--- config.mk ---
export PLATFORM = sky130hd
export DESIGN_NAME = systolic_tile_sequencer
export DESIGN_NICKNAME = d
export VERILOG_FILES = /design/src/rtl/systolic_tile_sequencer.sv
export SDC_FILE = /design/constraint.sdc
export NUM_CORES = 1
export LEC_CHECK = 0
export ABC_AREA = 0
export CELL_PAD_IN_SITES_DETAIL_PLACEMENT = 1
export CELL_PAD_IN_SITES_GLOBAL_PLACEMENT = 1
export CORE_MARGIN = 2
export CORE_UTILIZATION = 36
export CTS_CLUSTER_SIZE = 28
export DETAILED_ROUTE_END_ITERATION = 6
export PLACE_DENSITY = 0.85
export SLEW_MARGIN = 10
export SYNTH_ARGS = -nofsm -noshare
export SYNTH_HDL_FRONTEND = slang
export SYNTH_SLANG_ARGS = --single-unit
--- constraint.sdc ---
create_clock -name clk -period 2.51 [get_ports clk]
set_input_delay 0.3765 -clock clk [delete_from_list [all_inputs] [get_ports clk]]
set_output_delay 0.3765 -clock clk [all_outputs]
set_load 0.02 [all_outputs]
--- src/rtl/systolic_tile_sequencer.sv ---
// systolic_tile_sequencer
// Streams K-deep operand reads into an output-stationary systolic array,
// launches the diagonal finish wavefront that closes each tile, injects a
// zero flush beat after the last tile, and flags fresh results per diagonal.
module systolic_tile_sequencer #(
    parameter int ROWS       = 4,
    parameter int COLS       = 4,
    parameter int K_WIDTH    = 8,
    parameter int T_WIDTH    = 8,
    parameter int ADDR_WIDTH = 8
) (
    input  logic                     clk,
    input  logic                     rst_n,
    input  logic                     start,
    input  logic [K_WIDTH-1:0]       k_len,
    input  logic [T_WIDTH-1:0]       n_tiles,
    input  logic [ADDR_WIDTH-1:0]    a_base,
    input  logic [ADDR_WIDTH-1:0]    b_base,
    output logic                     ready,
    output logic                     a_rd_en,
    output logic                     b_rd_en,
    output logic [ADDR_WIDTH-1:0]    a_rd_addr,
    output logic [ADDR_WIDTH-1:0]    b_rd_addr,
    output logic                     feed_zero,
    output logic [ROWS+COLS-2:0]     finish_diag,
    output logic [ROWS+COLS-2:0]     result_valid_diag,
    output logic                     done
);

    localparam int DIAGS = ROWS + COLS - 1;

    typedef enum logic [1:0] {
        S_IDLE,
        S_STREAM,
        S_FLUSH,
        S_DRAIN
    } state_t;

    state_t               state;
    state_t               state_next;

    logic [K_WIDTH-1:0]    k_lat;
    logic [T_WIDTH-1:0]    n_lat;
    logic [K_WIDTH-1:0]    beat_cnt;
    logic [T_WIDTH-1:0]    tile_cnt;
    logic [ADDR_WIDTH-1:0] a_addr;
    logic [ADDR_WIDTH-1:0] b_addr;
    logic [DIAGS-1:0]      fin_sr;
    logic [DIAGS-1:0]      res_sr;
    logic [DIAGS-1:0]      rv_q;
    logic                  feed_q;
    logic                  done_q;

    logic                  rd_en;
    logic                  cmd_load;
    logic                  inject_fin;
    logic                  inject_res;
    logic                  done_set;
    logic                  beat_last;
    logic                  stream_last;

    // The beat counter wraps at the latched tile depth; the stream ends on
    // the last beat of the last tile, so N is never formed as a product.
    assign beat_last   = (beat_cnt == k_lat - K_WIDTH'(1));
    assign stream_last = beat_last && (tile_cnt == n_lat - T_WIDTH'(1));

    // State register.
    always_ff @(posedge clk or negedge rst_n) begin
        if (!rst_n) begin
            state <= S_IDLE;
        end else begin
            state <= state_next;
        end
    end

    // Next-state logic and per-state control strobes.
    always_comb begin
        state_next = state;
        ready      = 1'b0;
        rd_en      = 1'b0;
        cmd_load   = 1'b0;
        inject_fin = 1'b0;
        inject_res = 1'b0;
        done_set   = 1'b0;
        case (state)
            S_IDLE: begin
                ready = 1'b1;
                if (start) begin
                    if ((k_len == '0) || (n_tiles == '0)) begin
                        done_set = 1'b1;
                    end else begin
                        cmd_load   = 1'b1;
                        state_next = S_STREAM;
                    end
                end
            end
            S_STREAM: begin
                rd_en      = 1'b1;
                inject_fin = (beat_cnt == '0);
                inject_res = (beat_cnt == '0) && (tile_cnt != '0);
                if (stream_last) begin
                    state_next = S_FLUSH;
                end
            end
            S_FLUSH: begin
                inject_fin = 1'b1;
                inject_res = 1'b1;
                state_next = S_DRAIN;
            end
            S_DRAIN: begin
                if ((fin_sr == '0) && (res_sr == '0)) begin
                    done_set   = 1'b1;
                    state_next = S_IDLE;
                end
            end
            default: begin
                state_next = S_IDLE;
            end
        endcase
    end

    // Command latch, beat/tile counters and linear read addresses.
    always_ff @(posedge clk or negedge rst_n) begin
        if (!rst_n) begin
            k_lat    <= '0;
            n_lat    <= '0;
            beat_cnt <= '0;
            tile_cnt <= '0;
            a_addr   <= '0;
            b_addr   <= '0;
        end else if (cmd_load) begin
            k_lat    <= k_len;
            n_lat    <= n_tiles;
            beat_cnt <= '0;
            tile_cnt <= '0;
            a_addr   <= a_base;
            b_addr   <= b_base;
        end else if ((state == S_STREAM) && !stream_last) begin
            a_addr <= a_addr + ADDR_WIDTH'(1);
            b_addr <= b_addr + ADDR_WIDTH'(1);
            if (beat_last) begin
                beat_cnt <= '0;
                tile_cnt <= tile_cnt + T_WIDTH'(1);
            end else begin
                beat_cnt <= beat_cnt + K_WIDTH'(1);
            end
        end
    end

    // Finish and result wavefronts, flush marker and completion pulse.
    always_ff @(posedge clk or negedge rst_n) begin
        if (!rst_n) begin
            fin_sr <= '0;
            res_sr <= '0;
            rv_q   <= '0;
            feed_q <= 1'b0;
            done_q <= 1'b0;
        end else begin
            fin_sr <= {fin_sr[DIAGS-2:0], inject_fin};
            res_sr <= {res_sr[DIAGS-2:0], inject_res};
            rv_q   <= res_sr;
            feed_q <= (state == S_FLUSH);
            done_q <= done_set;
        end
    end

    assign a_rd_en           = rd_en;
    assign b_rd_en           = rd_en;
    assign a_rd_addr         = a_addr;
    assign b_rd_addr         = b_addr;
    assign feed_zero         = feed_q;
    assign finish_diag       = fin_sr;
    assign result_valid_diag = rv_q;
    assign done              = done_q;

endmodule

==> results of run 1 <==
worst paths after layout:
kind / startpoint / to / cells after the start
setup reg to reg: k_lat[2]$_DFFE_PN0P_ / tile_cnt[7]$_DFFE_PN0P_ / 8
hold reg to reg: result_valid_diag[1]$_DFF_PN0_ / result_valid_diag[2]$_DFF_PN0_ / 0
max in group asynchronous: rst_n / k_lat[5]$_DFFE_PN0P_ / 3
setup / recovery: k_lat[2]$_DFFE_PN0P_ / tile_cnt[7]$_DFFE_PN0P_ / 8
min in group asynchronous: rst_n / k_lat[6]$_DFFE_PN0P_ / 2
hold / removal: result_valid_diag[1]$_DFF_PN0_ / result_valid_diag[2]$_DFF_PN0_ / 0
sequential cells by signal, indices dropped and copies added, names as in the netlist:
signal / count
a_rd_addr: 8
b_rd_addr: 8
beat_cnt: 8
done: 1
feed_zero: 1
finish_diag: 7
k_lat: 8
n_lat: 8
res_sr: 1
result_valid_diag: 7
state: 2
tile_cnt: 8
placed cells by master (no fill, tap or decap), drive strengths merged, types with 2 or more instances in the layout:
cell and count:
clkdlybuf4s50 68, nand2 67, dfrtp 67, buf 46, o21ai 28, nor2 26
inv 19, nand3 18, xnor2 16, a21oi 15, ha 12, nor4 12
a31oi 11, xor2 10, clkbuf 9, or3 8, nor3 7, mux2i 6
nand3b 5, nand2b 5, o31ai 5, or4 5, and3 4, nor4b 4
nor2b 3, nand4 3, a311oi 3, clkinv 3, a22oi 2, clkinvlp 2
o2111ai 2
kinds of logic after synthesis:
kind of cell	count (synthesis)	share of synthesized area (%)
simple gates	173	23.6
compound gates	75	12.5
flops	67	45.4
buf+inv	45	6.04
xor+xnor	26	6.38
fa+ha+maj	12	4.07
mux	7	1.93
metal layers:
metal	part of all wire [%]	global-route usage, %
met5	0	0
met4	2.2	7.90
met3	4.7	5.38
met2	52	38.7
met1	41	24.7
power by group through the flow:
stage          Combinational (W)  Sequential [W]  Clock (W)
4_1_cts                0.0000931         0.00108   0.000939
2_1_floorplan         0.00000221         0.00110          0
3_3_place_gp           0.0000898         0.00110          0
5_1_grt                0.0000992         0.00108   0.000986
6_report               0.0000912         0.00108   0.000926
3_5_place_dp           0.0000915         0.00110          0
final cells by class:
cell class                 count  share of cell area (%)
multi-input combinational    293                    38.0
sequential                    67                    32.7
timing repair buffer         115                    20.9
tap                          133                    3.23
clock buffer                   9                    2.41
clock inverter                 7                    1.48
inverter                      18                    1.31
metrics by stage:
stage | hold WS [ns] | total power, W | util, % | cells | worst slack (ns)
floorplan | 0.0809 | 0.00110 | - | 405 | 0.0115
global placement | 0.265 | 0.00119 | 47.3 | 614 | -0.0172
detailed placement | 0.264 | 0.00119 | 47.3 | 614 | -0.143
CTS | 0.402 | 0.00211 | 51.0 | 636 | -0.0101
global route | 0.420 | 0.00216 | 52.2 | 642 | -0.162
finish | 0.403 | 0.00210 | 52.2 | 642 | -0.102
what timing repair did:
item | in CTS | in global routing
setup endpoints to repair | 22 | 25
cloned | 0 | 0
pin swaps | 13 | 6
setup buffers | 5 | 6
hold buffers | 1 | 0
hold endpoints to repair | 7 | 0
gates resized for setup | 24 | 20
==> summary.md, run 1 <==
| Metric | Value |
|---|---|
| Width of the die | `105 um` |
| Seq/Total Area, Yosys | `45.4%` |
| Ports | `70` |
| Initial drt markers | `about 170` |
| Final-report hold violation count | `0` |
| Clock power frac | `~44%` |
| Synth top area share | `45.4%` |
| Design Area, Final | `~5100 um2` |
| WL final | `between 10000 and 15000 um` |
| DR WL/cell | `roughly 19 um` |
| Synth top area cells | `dfrtp_1 45%, nand2_1 6.8%, ha_1 4.1%` |
| Post-synth top cells | `67 x dfrtp_1, 67 x nand2_1, 26 x nor2_1, 23 x o21ai_1, 18 x nand3_1` |
| Synth async-reset ratio | `100%` |
| Skew-Pair Late Insertion Delay | `0.36 ns` |
| Initial antenna violation count | `0` |
| Vias per inst | `about 5.4` |
| Total Routing Usage GR | `roughly 22%` |
| Final worst setup slack | `-0.102 ns` |
| Minimum clock period after layout | `2.61 ns` |
| Failing checks | `negative setup slack` |
| Via count of the first global-routing pass | `approximately 3.8k` |
| Worst-path maximum fanout | `7` |
| Post-route DRC | `0` |
| Clock root buffer master | `clkbuf_8` |
| Starting Density | `37.4%` |
| Logic pwr share | `under 10%` |
| Worst setup SP type | `register` |
| Syn nets | `between 400 and 500` |
| Count of state elements after synthesis | `67` |
| Filler cells | `roughly 1.1k` |
| Leakage | `around 2.2 nW` |
| WP data required | `roughly 2.8 ns` |
| Clock buffer depth | `2` |
| Int Power | `around 0.0016 W` |
| Unique masters post-synth | `54` |
| Gr ovfl total | `0` |
| Inserted Clock Buffers | `9` |
| CP arrival | `approximately 2.9 ns` |
| Area Overhead vs Synth | `39.5%` |
| Yosys warnings | `0` |
| Core ar. | `9860 um2` |
| R2R setup slack | `-0.10 ns` |
| Cell taking the most area after synthesis | `dfrtp_1` |
| Top Family by Delay on Critical Path | `simple AND/OR/NAND/NOR gates` |
| Tcrit/Tclk final | `104%` |
| Max-cap viol count | `0` |
| Nets | `between 500 and 600` |
| Slew HR | `around 70%` |
| Switch share | `23.9%` |
| Post-Synthesis Cell Area | `roughly 3700 um2` |
| Final setup violation count | `5` |
| Final Skew | `about 0.015 ns` |
| Crit. End Element | `register` |
| Clock-pin transition on the worst setup and hold timing paths | `roughly 0.080 ns` |
| Detailed placer's ending HPWL | `8100 um` |
| Worst min path class | `reg2reg` |
| Syn_area_per_cell | `9.11 um2` |
| Max IR drop VDD | `between 0.2 and 0.3 mV` |
| Largest net degree at the start of global routing | `40` |
| Fmax | `383 MHz` |
| Clk sinks | `67` |
| Reg area | `1680 um2` |
| Flop pwr share | `51.5%` |
| Critical path class | `reg2reg` |
| Gpl congestion | `roughly 0.86` |
| Mapped Cells | `between 400 and 500` |
| Die area | `approximately 11000 um2` |
| First-pass GRT wire length | `18800 um` |
| Power Density | `just over 400 nW/um2` |
| Placed Area | `approximately 4700 um2` |
| DRT antenna net count | `0` |
| Antenna diodes | `0` |
| Die outline height | `105 um` |
| Layout cells sized above 1 | `roughly a fifth` |
| Synth Flop Type | `dfrtp_1` |
| Net Switching | `about 0.00050 W` |
| Drt pass-1 iters | `4` |
| TNS Setup | `-0.340 ns` |
| Area of the multi-input gates | `between 1500 and 2000 um2` |
| Crit-path max cell delay | `around 0.53 ns` |
| CP Buf/Inv Count | `0` |
| Htree depth | `3` |
| Max-slew violation count | `0` |
| TritonCTS clock tree | `done` |
| Post-synth EDFFs | `0` |
| Crit path cell chain | `nor3_1 -> nand2_1 -> xnor2_1 -> o2111ai_1 -> a21o_1 -> or3b_4 -> or4_4 -> a21oi_2` |
| Unrepaired setup endpoints after global routing | `true` |
| # rows | `36` |
| Measured slew at the worst slew-check pin | `0.449 ns` |
| Outcome | `finished, violations left` |
| Vias | `3492` |
| Slowest CP cell | `or4_4` |
| Port Buffers | `69` |
(Power assumes the default switching activity.)
==> run 2, diff against run 1 <==
--- a/config.mk
+++ b/config.mk
@@ -8,7 +8,7 @@
 export ABC_AREA = 0
 export CELL_PAD_IN_SITES_DETAIL_PLACEMENT = 1
 export CELL_PAD_IN_SITES_GLOBAL_PLACEMENT = 1
-export CORE_MARGIN = 2
+export CORE_MARGIN = 1
 export CORE_UTILIZATION = 36
 export CTS_CLUSTER_SIZE = 28
 export DETAILED_ROUTE_END_ITERATION = 6
==> summary.md, run 2 (synthesis results as in run 1) <==
| Metric | Value |
|---|---|
| Outcome | `finished, violations left` |
| Failing checks | `negative setup slack` |
| Width of the die | `103 um (-1.9%)` |
| Slew HR | `53.8% (-16 points)` |
| Worst Reg-to-Reg Cells | `9 (+1)` |
| Worst-path maximum fanout | `7 (unchanged)` |
| Most frequent cells in the layout | `68 x clkdlybuf4s50_1, 66 x nand2_1, 63 x dfrtp_1, 39 x buf_4, 24 x nor2_1` |
| CP startpoint | `k_lat[3]$_DFFE_PN0P_` |
| Fmax | `368 MHz (-4.0%)` |
| Vias | `3682 (+5.4%)` |
| Max-cap viol count | `0 (unchanged)` |
| Ports | `70 (unchanged)` |
| Design Area, Final | `5290 um2 (+2.8%)` |
| Clk sinks | `67 (unchanged)` |
| Area Overhead vs Synth | `43.4%` |
| Drt pass-1 iters | `6 (+2)` |
| Hold_buf cts | `0 (-1)` |
| CP arrival | `3.04 ns (+0.14 ns)` |
| Minimum clock period after layout | `2.72 ns (+0.109 ns)` |
| Nets | `553 (+0.36%)` |
| Inserted Clock Buffers | `9 (unchanged)` |
| Initial drt markers | `253 (+50%)` |
| Worst setup SP type | `register` |
| Max IR drop VDD | `0.274 mV (+5.1%)` |
| Final setup violation count | `26 (+21)` |
| Initial antenna violation count | `0 (unchanged)` |
| Die area | `10700 um2 (-3.8%)` |
| Via count of the first global-routing pass | `3815 (+1.4%)` |
| Gpl congestion | `0.834 (-2.5%)` |
| RR Startpoint | `k_lat[3]$_DFFE_PN0P_` |
| Core ar. | `9860 um2 (unchanged)` |
| Clock-pin transition on the worst setup and hold timing paths | `0.09 ns (about the same)` |
| Unrepaired setup endpoints after global routing | `true` |
| TNS Setup | `-2.25 ns (-1.91 ns)` |
| Max-slew violation count | `0 (unchanged)` |
| Final worst setup slack | `-0.211 ns (-0.109 ns)` |
| WL final | `14300 um (+19%)` |
| Starting Density | `37.4% (unchanged)` |
| Worst min path class | `in2async` |
| Final Skew | `0.0190 ns (+0.00380 ns)` |
| Measured slew at the worst slew-check pin | `0.694 ns (+0.245 ns)` |
| Placed Area | `4650 um2 (-0.32%)` |
| First-pass GRT wire length | `19300 um (+2.3%)` |
| Leakage | `2.30 nW (+3.0%)` |
| Clock root buffer master | `clkbuf_8` |
| Gr ovfl total | `0 (unchanged)` |
| Skew-Pair Late Insertion Delay | `0.39 ns (+0.03 ns)` |
| Htree depth | `3 (unchanged)` |
| WP data required | `2.82 ns (+0.03 ns)` |
| DRT antenna net count | `0 (unchanged)` |
| # rows | `36 (unchanged)` |
| PnR Total Power | `0.00226 W (+7.9%)` |
| Post-Place Cells | `612 (-0.33%)` |
| Crit path cell chain | `buf_6 -> xnor2_4 -> xnor2_2 -> nor3_2 -> o2111ai_1 -> a21o_1 -> or3b_4 -> or4_4 -> a21oi_2` |
| Tcrit/Tclk final | `108% (+4.4 points)` |
| Antenna diodes | `0 (unchanged)` |
| Fin cells | `644 (+0.31%)` |
| Most common cell after layout, fill and taps aside | `clkdlybuf4s50_1` |
| Slowest CP cell | `or4_4` |
| Layout cells sized above 1 | `23.1% (+3.1 points)` |
| Detailed placer's ending HPWL | `7970 um (-1.6%)` |
| Largest net degree at the start of global routing | `39 (-2.5%)` |
| Critical path class | `reg2reg` |
| Crit. End Element | `register` |
| Power Density | `427 nW/um2 (+5.0%)` |
| Final-report hold violation count | `0 (unchanged)` |
| DR WL/cell | `22.2 um (+18%)` |
| Crit-path max cell delay | `0.54 ns (about the same)` |
| Port Buffers | `69 (unchanged)` |
| Post-route DRC | `0 (unchanged)` |
| TritonCTS clock tree | `done` |
| Die outline height | `103 um (-1.9%)` |
| Vias per inst | `5.72 (+5.1%)` |
| Clock buffer depth | `2 (unchanged)` |
| Total Routing Usage GR | `24.2% (+2.7 points)` |
run 2: critical path, delay by kind of cell, from the launching register on:
| family | cells | cell delay, ns |
|---|---|---|
| and+or+nand+nor | 3 | 1.26 |
| AOI/OAI and AO/OA | 3 | 0.52 |
| DFF | 1 | 0.46 |
| xor gates and xnor gates | 2 | 0.27 |
| buffers and inverters | 1 | 0.14 |
run 2: cell type report:
class | count | area, um2
fillers | 1123 | 4570
multi-input cells | 294 | 2050
flip-flops and latches | 67 | 1680
repair buffers | 116 | 1090
well taps | 133 | 166
clock buffers | 9 | 124
clock inverters | 7 | 101
inverters | 18 | 70.1
run 2: timing repair:
| item | 4_1_cts | 5_1_grt |
|---|---|---|
| pin swaps | 10 | 28 |
| endpoints found under the setup margin | 20 | 29 |
| setup buffers | 2 | 13 |
| gates resized for setup | 23 | 42 |
| gates cloned | 0 | 1 |
| endpoints found under the hold margin | 0 | 0 |
run 2: layer usage:
metal,global-route usage [%],up-vias,part of all wire (%)
met1,27.7,1860,39
met4,13.7,0,4.7
met2,42.3,152,51
met5,0,-,0
li1,-,1612,-
met3,5.11,58,5.4
run 2: stage by stage:
stage	hold slack (ns)	utilization [%]	setup slack, ns
after floorplan	0.0809	-	0.0115
after global placement	0.365	47.2	0.0302
after detailed placement	0.373	47.2	-0.141
after CTS	0.0598	50.6	-0.0192
after global routing	0.0877	53.6	-0.265
final	0.0333	53.6	-0.211
run 2: power by group:
| group | internal, W | switching (W) | leakage, nW | total, W |
|---|---|---|---|---|
| Combinational | 0.0000502 | 0.0000359 | 1.35 | 0.0000862 |
| Sequential | 0.00108 | 0 | 0.838 | 0.00108 |
| Clock | 0.000568 | 0.000528 | 0.111 | 0.00110 |
run 2: final timing paths:
kind | endpoint | slack [ns]
max in group asynchronous | n_lat[2]$_DFFE_PN0P_ | 1.82
min in group clk | result_valid_diag[0]$_DFF_PN0_ | 0.39
setup / recovery | tile_cnt[6]$_DFFE_PN0P_ | -0.21
hold / removal | finish_diag[0]$_DFF_PN0_ | 0.03
hold reg to reg | result_valid_diag[0]$_DFF_PN0_ | 0.39
setup reg to reg | tile_cnt[6]$_DFFE_PN0P_ | -0.21
==> run 3, diff against run 2 <==
--- a/config.mk
+++ b/config.mk
@@ -13,6 +13,7 @@
 export CTS_CLUSTER_SIZE = 28
 export DETAILED_ROUTE_END_ITERATION = 6
 export PLACE_DENSITY = 0.85
+export RECOVER_POWER = 100
 export SLEW_MARGIN = 10
 export SYNTH_ARGS = -nofsm -noshare
 export SYNTH_HDL_FRONTEND = slang
==> summary.md, run 3 (synthesis results as in run 1) <==
| Metric | Value |
|---|---|
| Outcome | `finished, violations left` |
| Failing checks | `max-capacitance violations, max-slew violations, negative setup slack` |
| Worst-path maximum fanout | `7 (unchanged)` |
| Detailed placer's ending HPWL | `7970 um (unchanged)` |
| Crit path cell chain | `buf_6 -> xnor2_4 -> xnor2_2 -> nor3_2 -> o2111ai_1 -> a21o_1 -> or3b_4 -> or4_4 -> a21oi_2` |
| Most common cell after layout, fill and taps aside | `nand2_1` |
| Crit-path max cell delay | `0.54 ns (about the same)` |
| Leakage | `2.37 nW (+3.1%)` |
| Clock root buffer master | `clkbuf_8` |
| Final-report hold violation count | `0 (unchanged)` |
| Gpl congestion | `0.834 (unchanged)` |
| Minimum clock period after layout | `2.71 ns (-0.0104 ns)` |
| # rows | `36 (unchanged)` |
| Final worst setup slack | `-0.201 ns (+0.0104 ns)` |
| Layout cells sized above 1 | `22.3% (-0.78 points)` |
| Post-route DRC | `0 (unchanged)` |
| CP arrival | `3.02 ns (-0.02 ns)` |
| Final Skew | `0.0199 ns (+0.000886 ns)` |
| Clock-pin transition on the worst setup and hold timing paths | `0.10 ns (about the same)` |
| First-pass GRT wire length | `19300 um (unchanged)` |
| RR Startpoint | `k_lat[3]$_DFFE_PN0P_` |
| Skew-Pair Late Insertion Delay | `0.38 ns (about the same)` |
| Drt pass-1 iters | `4 (-2)` |
| Die outline height | `103 um (unchanged)` |
| Antenna diodes | `0 (unchanged)` |
| RR Endpoint | `tile_cnt[6]$_DFFE_PN0P_` |
| Inserted Clock Buffers | `9 (unchanged)` |
| Most frequent cells in the layout | `66 x nand2_1, 63 x dfrtp_1, 36 x dlygate4sd3_1, 34 x buf_4, 32 x clkdlybuf4s50_1` |
| Htree depth | `3 (unchanged)` |
| Core ar. | `9860 um2 (unchanged)` |
| TritonCTS clock tree | `done` |
| Dpl ws | `-0.141 ns (unchanged)` |
| Clock buffer depth | `2 (unchanged)` |
| Via count of the first global-routing pass | `3815 (unchanged)` |
| R2R setup slack | `-0.20 ns (about the same)` |
| WP data required | `2.82 ns (about the same)` |
| Placed Area | `4650 um2 (unchanged)` |
| Starting Density | `37.4% (unchanged)` |
| Metal2 WL | `7320 um (+1.0%)` |
| Initial antenna violation count | `0 (unchanged)` |
| Clk sinks | `67 (unchanged)` |
| Vias | `3686 (+0.11%)` |
| Design Area, Final | `5260 um2 (-0.66%)` |
| Max-cap viol count | `1 (+1)` |
| Final setup violation count | `27 (+3.8%)` |
| Die area | `10700 um2 (unchanged)` |
| Met1 Wirelength | `5580 um (about the same)` |
| Max IR drop VDD | `0.269 mV (-1.7%)` |
| Width of the die | `103 um (unchanged)` |
| Tcrit/Tclk final | `108% (-0.41 points)` |
| Top Family by Delay on Critical Path | `simple AND/OR/NAND/NOR gates` |
| DRT antenna net count | `0 (unchanged)` |
| Total Routing Usage GR | `24.2% (unchanged)` |
| Gr ovfl total | `0 (unchanged)` |
| DR WL met3 | `624 um (-20%)` |
| Crit. End Element | `register` |
| Measured slew at the worst slew-check pin | `1.58 ns (+0.887 ns)` |
| CP startpoint | `k_lat[3]$_DFFE_PN0P_` |
| Ports | `70 (unchanged)` |
| Worst Reg-to-Reg Cells | `9 (unchanged)` |
| Vias per inst | `5.72 (+0.11%)` |
| DR WL/cell | `22.0 um (-0.57%)` |
| Max-slew violation count | `31 (+31)` |
| Fmax | `369 MHz (+0.38%)` |
| Worst setup SP type | `register` |
| Initial drt markers | `182 (-28%)` |
| Final core utilization | `53.3% (-0.36 points)` |
| Slew HR | `-5.36% (-59 points)` |
| CP Buf/Inv Count | `1 (unchanged)` |
| Hold_buf cts | `0 (unchanged)` |
| Area Overhead vs Synth | `42.5%` |
| Port Buffers | `69 (unchanged)` |
| Slowest CP cell | `or4_4` |
| Critical path class | `reg2reg` |
| Power Density | `428 nW/um2 (+0.21%)` |
| Unrepaired setup endpoints after global routing | `true` |
| Worst min path class | `in2async` |
| WL final | `14200 um (-0.57%)` |
| Largest net degree at the start of global routing | `39 (unchanged)` |
| Highest metal used | `met4` |
| Nets | `553 (unchanged)` |
-- run 3: layout make-up --
type / count / area [um2]
clock buffers: 9 / 124
clock inverters: 7 / 101
fillers: 1128 / 4610
inverters: 18 / 70.1
multi-input cells: 294 / 2050
flip-flops and latches: 67 / 1680
well taps: 133 / 166
repair buffers: 116 / 1060
-- run 3: metal layers --
metal / vias up / global-route usage, %
li1: 1612 / -
met1: 1869 / 27.7
met2: 155 / 42.3
met3: 50 / 5.11
met4: 0 / 13.7
met5: - / 0
-- run 3: what timing repair did --
| item | CTS | global route |
|---|---|---|
| cloned | 0 | 1 |
| endpoints found under the setup margin | 20 | 29 |
| pin swaps | 10 | 28 |
| buffers inserted | 2 | 13 |
| resized for setup | 23 | 42 |
-- run 3: stage by stage --
stage | hold slack, ns | total power (W) | TNS [ns] | instances
2_1_floorplan | 0.0809 | 0.00110 | 0 | 405
3_3_place_gp | 0.365 | 0.00119 | 0 | 612
3_5_place_dp | 0.373 | 0.00119 | -0.753 | 612
4_1_cts | 0.0598 | 0.00223 | -0.0423 | 630
5_1_grt | 0.411 | 0.00231 | -5.42 | 644
6_report | 0.376 | 0.00225 | -2.33 | 644
-- run 3: worst max-delay path by stage --
stage,to,cells after the start
4_1_cts,tile_cnt[7]$_DFFE_PN0P_,9
3_5_place_dp,tile_cnt[4]$_DFFE_PN0P_,11
3_3_place_gp,tile_cnt[7]$_DFFE_PN0P_,10
5_1_grt,tile_cnt[7]$_DFFE_PN0P_,9
6_report,tile_cnt[6]$_DFFE_PN0P_,9
2_1_floorplan,tile_cnt[7]$_DFFE_PN0P_,10
-- run 3: power by group --
part	switching [W]	total (W)	internal [W]
clock	0.000522	0.00109	0.000568
combinational	0.0000354	0.0000823	0.0000469
sequential	0	0.00108	0.00108
total	0.000557	0.00225	0.00169
